$ cat src/rtl/alu_op_sequencer.sv
// rtl/alu_op_sequencer.sv - program sequencer driving a 4-bit ALU
module alu_op_sequencer #(
    parameter int ADDR_W        = 4,
    parameter int SETTLE_CYCLES = 2,
    parameter int MAX_STEPS     = 255
) (
    input  logic              clk,
    input  logic              rst,
    input  logic              load_en,
    input  logic [ADDR_W-1:0] load_addr,
    input  logic [11:0]       load_data,
    input  logic              start,
    output logic [7:0]        alu_ui_in,
    output logic [7:0]        alu_uio,
    input  logic [7:0]        alu_uo_out,
    output logic              busy,
    output logic              done,
    output logic              err,
    output logic [3:0]        result,
    output logic [3:0]        flags,
    output logic [ADDR_W-1:0] pc
);

    typedef enum logic [2:0] {
        S_IDLE,
        S_FETCH,
        S_EXEC,
        S_WAIT,
        S_CAPTURE,
        S_DONE
    } state_t;

    localparam logic [3:0] OP_REG_WRITE = 4'b1000;
    localparam logic [3:0] OP_JZ        = 4'b1100;
    localparam logic [3:0] OP_JMP       = 4'b1101;
    localparam logic [3:0] OP_NOP       = 4'b1110;
    localparam logic [3:0] OP_HALT      = 4'b1111;
    localparam logic [7:0] STEP_LIMIT   = 8'(MAX_STEPS);
    localparam logic [7:0] WAIT_LAST    = 8'(SETTLE_CYCLES - 1);

    state_t            state;
    state_t            state_nx;
    logic [11:0]       mem [2**ADDR_W];
    logic [11:0]       ir;
    logic [7:0]        step_cnt;
    logic [7:0]        wait_cnt;
    logic [3:0]        op;
    logic [ADDR_W-1:0] target;
    logic [ADDR_W-1:0] pc_inc;
    logic              start_ok;

    assign op       = ir[11:8];
    assign target   = ADDR_W'(ir[3:0]);
    assign pc_inc   = pc + ADDR_W'(1);
    assign start_ok = !load_en && start;
    assign busy     = (state != S_IDLE);
    assign done     = (state == S_DONE);

    always_ff @(posedge clk) begin
        if (rst) begin
            state <= S_IDLE;
        end else begin
            state <= state_nx;
        end
    end

    always_comb begin
        state_nx = state;
        case (state)
            S_IDLE:    if (start_ok) state_nx = S_FETCH;
            S_FETCH:   state_nx = (step_cnt == STEP_LIMIT) ? S_DONE : S_EXEC;
            S_EXEC: begin
                case (op)
                    OP_JZ, OP_JMP, OP_NOP: state_nx = S_FETCH;
                    OP_HALT:               state_nx = S_DONE;
                    default:               state_nx = S_WAIT;
                endcase
            end
            S_WAIT:    if (wait_cnt == WAIT_LAST) state_nx = S_CAPTURE;
            S_CAPTURE: state_nx = S_FETCH;
            S_DONE:    state_nx = S_IDLE;
            default:   state_nx = S_IDLE;
        endcase
    end

    // Program memory is deliberately left out of reset so a loaded program survives rst.
    always_ff @(posedge clk) begin
        if (!rst && state == S_IDLE && load_en) begin
            mem[load_addr] <= load_data;
        end
    end

    always_ff @(posedge clk) begin
        if (rst) begin
            pc        <= '0;
            ir        <= '0;
            step_cnt  <= '0;
            wait_cnt  <= '0;
            alu_ui_in <= '0;
            alu_uio   <= '0;
            result    <= '0;
            flags     <= '0;
            err       <= 1'b0;
        end else begin
            case (state)
                S_IDLE: begin
                    if (start_ok) begin
                        pc       <= '0;
                        step_cnt <= '0;
                        err      <= 1'b0;
                    end
                end
                S_FETCH: begin
                    if (step_cnt == STEP_LIMIT) begin
                        err <= 1'b1;
                    end else begin
                        ir <= mem[pc];
                    end
                end
                S_EXEC: begin
                    step_cnt <= step_cnt + 8'd1;
                    case (op)
                        OP_JZ:   pc <= flags[3] ? target : pc_inc;
                        OP_JMP:  pc <= target;
                        OP_NOP:  pc <= pc_inc;
                        OP_HALT: ;
                        default: begin
                            // ALU drive only changes here, so it holds steady between ops.
                            alu_ui_in <= ir[7:0];
                            alu_uio   <= {4'b0000, op};
                            wait_cnt  <= '0;
                        end
                    endcase
                end
                S_WAIT: begin
                    wait_cnt <= wait_cnt + 8'd1;
                end
                S_CAPTURE: begin
                    if (op != OP_REG_WRITE) begin
                        result <= alu_uo_out[3:0];
                        flags  <= alu_uo_out[7:4];
                    end
                    pc <= pc_inc;
                end
                default: ;
            endcase
        end
    end

endmodule
$ cat config.mk
export PLATFORM = sky130hd
export DESIGN_NAME = alu_op_sequencer
export DESIGN_NICKNAME = d
export VERILOG_FILES = /design/src/rtl/alu_op_sequencer.sv
export SDC_FILE = /design/constraint.sdc
export NUM_CORES = 1
export LEC_CHECK = 0
export ABC_CLOCK_PERIOD_IN_PS = 4800
export BUFFER_PORTS_ARGS = -buffer_cell sky130_fd_sc_hd__buf_4
export CAP_MARGIN = 20
export CORE_MARGIN = 2
export CORE_UTILIZATION = 45
export CTS_CLUSTER_DIAMETER = 30
export DETAILED_ROUTE_END_ITERATION = 10
export PLACE_DENSITY_LB_ADDON = 0.1
export RECOVER_POWER = 25
export SLEW_MARGIN = 20
export SYNTH_ARGS = -nofsm -noshare
export SYNTH_HDL_FRONTEND = slang
export SYNTH_SLANG_ARGS = --single-unit
$ cat constraint.sdc
create_clock -name clk -period 4.8 [get_ports clk]
set_input_delay 0.96 -clock clk [delete_from_list [all_inputs] [get_ports clk]]
set_output_delay 0.96 -clock clk [all_outputs]
set_load 0.01 [all_outputs]
Word level (Yosys, flattened, before mapping):

Memories as Yosys holds them, arrays and structs flattened. A register that Yosys moved wholly into a read port is not among the register bits.
Index checks and enable logic that the tools add are counted.
W data, S select, Z words.

* output and inout bits: 31
* memory bits (writable): 192
* flip-flop bits (word level): 44
* memories kept: 1
* input port bits: 28
* word-level logic and storage cells: 71

* multiplexer cells: 18
* eq/ne operators: 17
* reduce and logical (&&, ||, !) cells: 21
* $add $sub $neg: 3
* bitwise gates (word level): 2

Memories
* mem: depth 16, width 12, read ports 1, clocked after memory_dff 1, wr ports 1, line 43 `logic [11:0] mem [2**ADDR_W];`

Operator list (number)
* $pmux W8 S2: 2
* $pmux W4 S3: 2
* $add A8 B1 Y8 const B: 2
* $eq A4 B4 Y1 const B: 4
* $mux W8: 2
* $pmux W3 S5: 1
* $reduce_and A2 Y1: 6
* $mux W3: 3
* $eq A8 B1 Y1 const B: 1
* $eq A8 B8 Y1 const B: 1
* $mux W4: 2
* $ne A2 B2 Y1 const B: 4
* $ne A4 B4 Y1 const B: 2
* $eq A3 B2 Y1 const B: 2
* $eq A3 B3 Y1 const B: 2
* $pmux W3 S2: 1
* $reduce_and A3 Y1: 2
* $reduce_bool A2 Y1: 3
* $reduce_bool A3 Y1: 2
* $add A4 B1 Y4 const B: 1
* $mux W1: 4
* $reduce_or A4 Y1: 1
* $eq A3 B1 Y1 const B: 1
* $logic_and A1 B1 Y1: 3
* other kinds (5): 7

Longest topological paths before layout:

* depth after elaboration: 5
* mapped depth: 8
* mapped depth without buffers: 7

Worst setup path before layout:

Ideal clock, no wire load.

* kind: input-to-reg
* from: input port rst
* to: memory mem[2][0], enable pin
* slack: 2190 ps
* library setup time: 396 ps
* required time: 4404 ps
* arrival time: 2213 ps
* stages: 3
* path through: nor3b_2 nand3b_1 nor3_1

* word-level cells in the longest chain between the ends: 5

Ends and longest elaborated chain
* start: declaration: line 8 `input logic rst,`
* $logic_not A1 Y1: line 88 `if (!rst && state == S_IDLE && load_en) begin`
* $logic_and A1 B1 Y1 (2 in a row): line 88
* $mux W1: line 88
* $mux W1 (implied by the code): line 89 `mem[load_addr] <= load_data;`
* end: declaration: line 43

No other way between the ends.

Worst setup path after layout:

* from: register state[2]
* to: memory mem[4][7], enable pin

* word-level cells in the longest chain between the ends: 5

Ends and longest elaborated chain
* start: declaration: line 41 `state_t state;`
* start signal: assignment: line 63 `state <= state_nx;`
* $logic_not A3 Y1: line 88
* $logic_and A1 B1 Y1 (2 in a row): line 88
* $mux W1: line 88
* $mux W1 (implied by the code): line 89

No other way between the ends.

==> impl_metrics.csv <==
group,metric,value,unit
final_layout,drive_gt1_share,25.9,%
yosys,synthCells,623,
worst_setup_path,cp_max_fo,16,
clock_tree,ctsHtreeMaxLevel,2,
clock_tree,root_buffer,"clkbuf_16",
global_route,grt.overflow.total,0,
timing,hold_violations,0,
detailed_routing,firstDrtPassIters,5,
timing,relSlewSlack,27.9,%
worst_setup_path,max_stage_delay,850,ps
pwr,peakVddDrop,0.282,mV
floorplanning,core_area,21800,um^2
run,cap_violations,0,
timing,tns,0,ps
clock_tree,clk_latency,540,ps
placed_design,dp_hpwl,13.8,mm
global_route,met3_usage,4.31,%
detailed_routing,vias,5748,
run_status,status,"completed",
detailed_routing,wl_per_cell,21.6,um
detailed_routing,ant_nets,0,
placed_design,dp_slack,1350,ps
worst_setup_path,arrival,3220,ps
worst_setup_path,cp.required,4950,ps
yosys,synth_area_per_cell,16.0,um^2
timing,finalWorstSetupSlack,1730,ps
yosys,ys_seq_elements,248,
timing,drv_slew,0,
floorplanning,rows,54,
floorplanning,die-area,23400,um^2
timing,max_freq,0.326,GHz
detailed_routing,drt-initial-drc-count,291,
final_layout,nets,733,
global_route,met1_usage,25.4,%
global_route,grt_first_pass_wirelength,34.2,mm
global_route,grt_usage,19.0,%
final_layout,regArea,6890,um^2
worst_setup_path,cp_slowest_cell,"nor2_1",
clock_tree,cts_buffers,51,
worst_setup_path,cp_top_family,"simple AND/OR/NAND/NOR gates",
worst_setup_path,end_kind,"flop",
worst_setup_path,startpoint,"state[2]",
floorplanning,die_x,153,um
min_path,hp-start,"alu_uio[1]",
detailed_routing,routed_wl,22.1,mm
final_layout,antenna_cells,0,
yosys,yosysWarnings,0,
clock_tree,cts_tree,"done",
min_path,hold_path_class,"flop to flop",
floorplanning,pin_count,59,
global_route,grtUsageMet2,31.2,%
yosys,async_reset_ff_share,0,%
yosys,synth_cell_type_count,56,
timing,setup_viol_count_final,0,
placed_design,port_buffers,54,
final_layout,fill_cells,1733,
worst_setup_path,startpoint_type,"flop",
timing,period_minus_slack,3070,ps
worst_setup_path,path_buf_inv,0,
final_layout,most-common-layout-cells,"192 x edfxtp_1, 53 x dfxtp_1, 51 x clkbuf_16, 48 x buf_4, 42 x nand2_1",
pwr,p_leak,4.01,nW
worst_setup_path,critical_path_class,"flop to flop",
timing,clock_skew,14.8,ps
timing,min_period_over_period,63.9,%
floorplanning,initial_utilization,45.7,%
global_route,grt_max_degree,49,
clock_tree,postCtsSetupRepairBufs,0,
global_route,busiest_layer,"met2",
yosys,netlist_area,9980,um^2
clock_tree,cts.clk_slew.worst_paths,40,ps
clock_tree,cts_buffer_depth,3,
clock_tree,clkSinkCount,248,
yosys,ys_seq_area_share,69.0,%
detailed_routing,vias_per_cell,5.61,
detailed_routing,drc_errors,0,
yosys,synth_edf_count,192,
yosys,synth-main-ff-cell,"edfxtp_1",
timing,worst_slew_pin_slew,1080,ps
worst_setup_path,path_cells,"or3_4, nor3b_2, or3b_1, nor2_1",
clock_tree,cts_hold_buf,0,
final_layout,multi_input_area,2870,um^2
worst_setup_path,timing.rr.start,"state[2]",
global_route,grt_pass1_vias,5941,
pwr,power.density,509,nW/um^2
final_layout,syn_to_final_growth,22.5,%
final_layout,final_common_cell,"edfxtp_1",
timing,rsz0062_at_grt,"no",
clock_tree,post_cts_resized,0,
global_route,antenna_found_initial,0,
floorplanning,die_h,153,um
placed_design,finalWeightedCongestion,0.779,
## logic make-up after synthesis
kind of cell	share of synthesized area [%]
simple gates	7.69
fa+ha+maj	0.502
compound gates	6.93
other cells	0.0376
xor+xnor	0.0878
buf+inv	2.82
flops	69.0
mux	12.9
## where the power goes
group          internal (W)  total [W]  leakage, nW  switching, W
sequential          0.00236    0.00244         2.18     0.0000765
combinational      0.000208   0.000483         1.04      0.000275
clock               0.00217    0.00330        0.794       0.00112
total               0.00474    0.00622         4.01       0.00148
## sequential cells by signal (all words and copies together) (netlist names), 4 cells and up
name and count:
result 4, flags 4, wait_cnt 8, mem 192
ir 12, alu_uio 4, alu_ui_in 8, pc 4
step_cnt 8
## metal layers
| metal | share of wire, % | vias up | wire [um] |
|---|---|---|---|
| li1 | - | 2628 | - |
| met1 | 44 | 2899 | 9640 |
| met2 | 49 | 192 | 10900 |
| met3 | 5.3 | 29 | 1180 |
| met4 | 1.7 | 0 | 374 |
| met5 | 0 | - | 0 |
## cell usage after synthesis (3+ instances only)
library cell | number | area share [%]
buf_12 | 3 | 0.60
or3_1 | 4 | 0.25
a22o_1 | 12 | 1.1
a21oi_1 | 39 | 2.0
mux2i_1 | 14 | 1.4
nor3_1 | 9 | 0.45
mux4_2 | 36 | 8.1
a31oi_1 | 5 | 0.31
ha_1 | 4 | 0.50
nand2b_1 | 3 | 0.19
inv_1 | 8 | 0.30
o21ai_0 | 16 | 0.80
a311oi_1 | 5 | 0.44
nor2_1 | 46 | 1.7
buf_6 | 3 | 0.34
nand3b_1 | 5 | 0.38
dfxtp_1 | 56 | 11
nand2_1 | 42 | 1.6
nand3_1 | 10 | 0.50
clkbuf_1 | 14 | 0.53
buf_4 | 4 | 0.30
a221oi_1 | 3 | 0.26
nor2b_1 | 14 | 0.88
mux4_1 | 12 | 3.2
buf_2 | 14 | 0.70
edfxtp_1 | 192 | 58
a211oi_1 | 14 | 1.1
## stage by stage
step / instances / hold WS (ps) / total power (W) / area [um^2] / util, %
3_5_place_dp: 927 / 448 / 0.00297 / 10600 / 48.4
5_1_grt: 1024 / 473 / 0.00644 / 12200 / 56.0
3_3_place_gp: 926 / 445 / 0.00296 / 10600 / 48.4
2_1_floorplan: 626 / 432 / 0.00280 / 9990 / -
6_report: 1024 / 455 / 0.00622 / 12200 / 56.0
4_1_cts: 1023 / 454 / 0.00629 / 12200 / 56.0
## cell type report
class / instances / share of cell area, %
sequential: 248 / 56.4
inverter: 8 / 0.246
multi-input combinational: 331 / 23.4
tap: 280 / 2.87
timing repair buffer: 61 / 3.41
clock buffer: 58 / 10.7
clock inverter: 38 / 2.98
## tightest hold or removal path, stage by stage (launching register included)
cell and delay, ps:
dfxtp_1 300, nand2_1 50, a21oi_1 50
## path summary, 6_finish.rpt
kind                                    to  cells past startpoint  slack (ps)
worst max register to register   mem[4][7]                      4        1730
worst min register to register  alu_uio[1]                      2         450
worst max-delay path             mem[4][7]                      4        1730
worst min-delay path            alu_uio[1]                      2         450
Note: power is estimated with default switching activity, not from simulation.
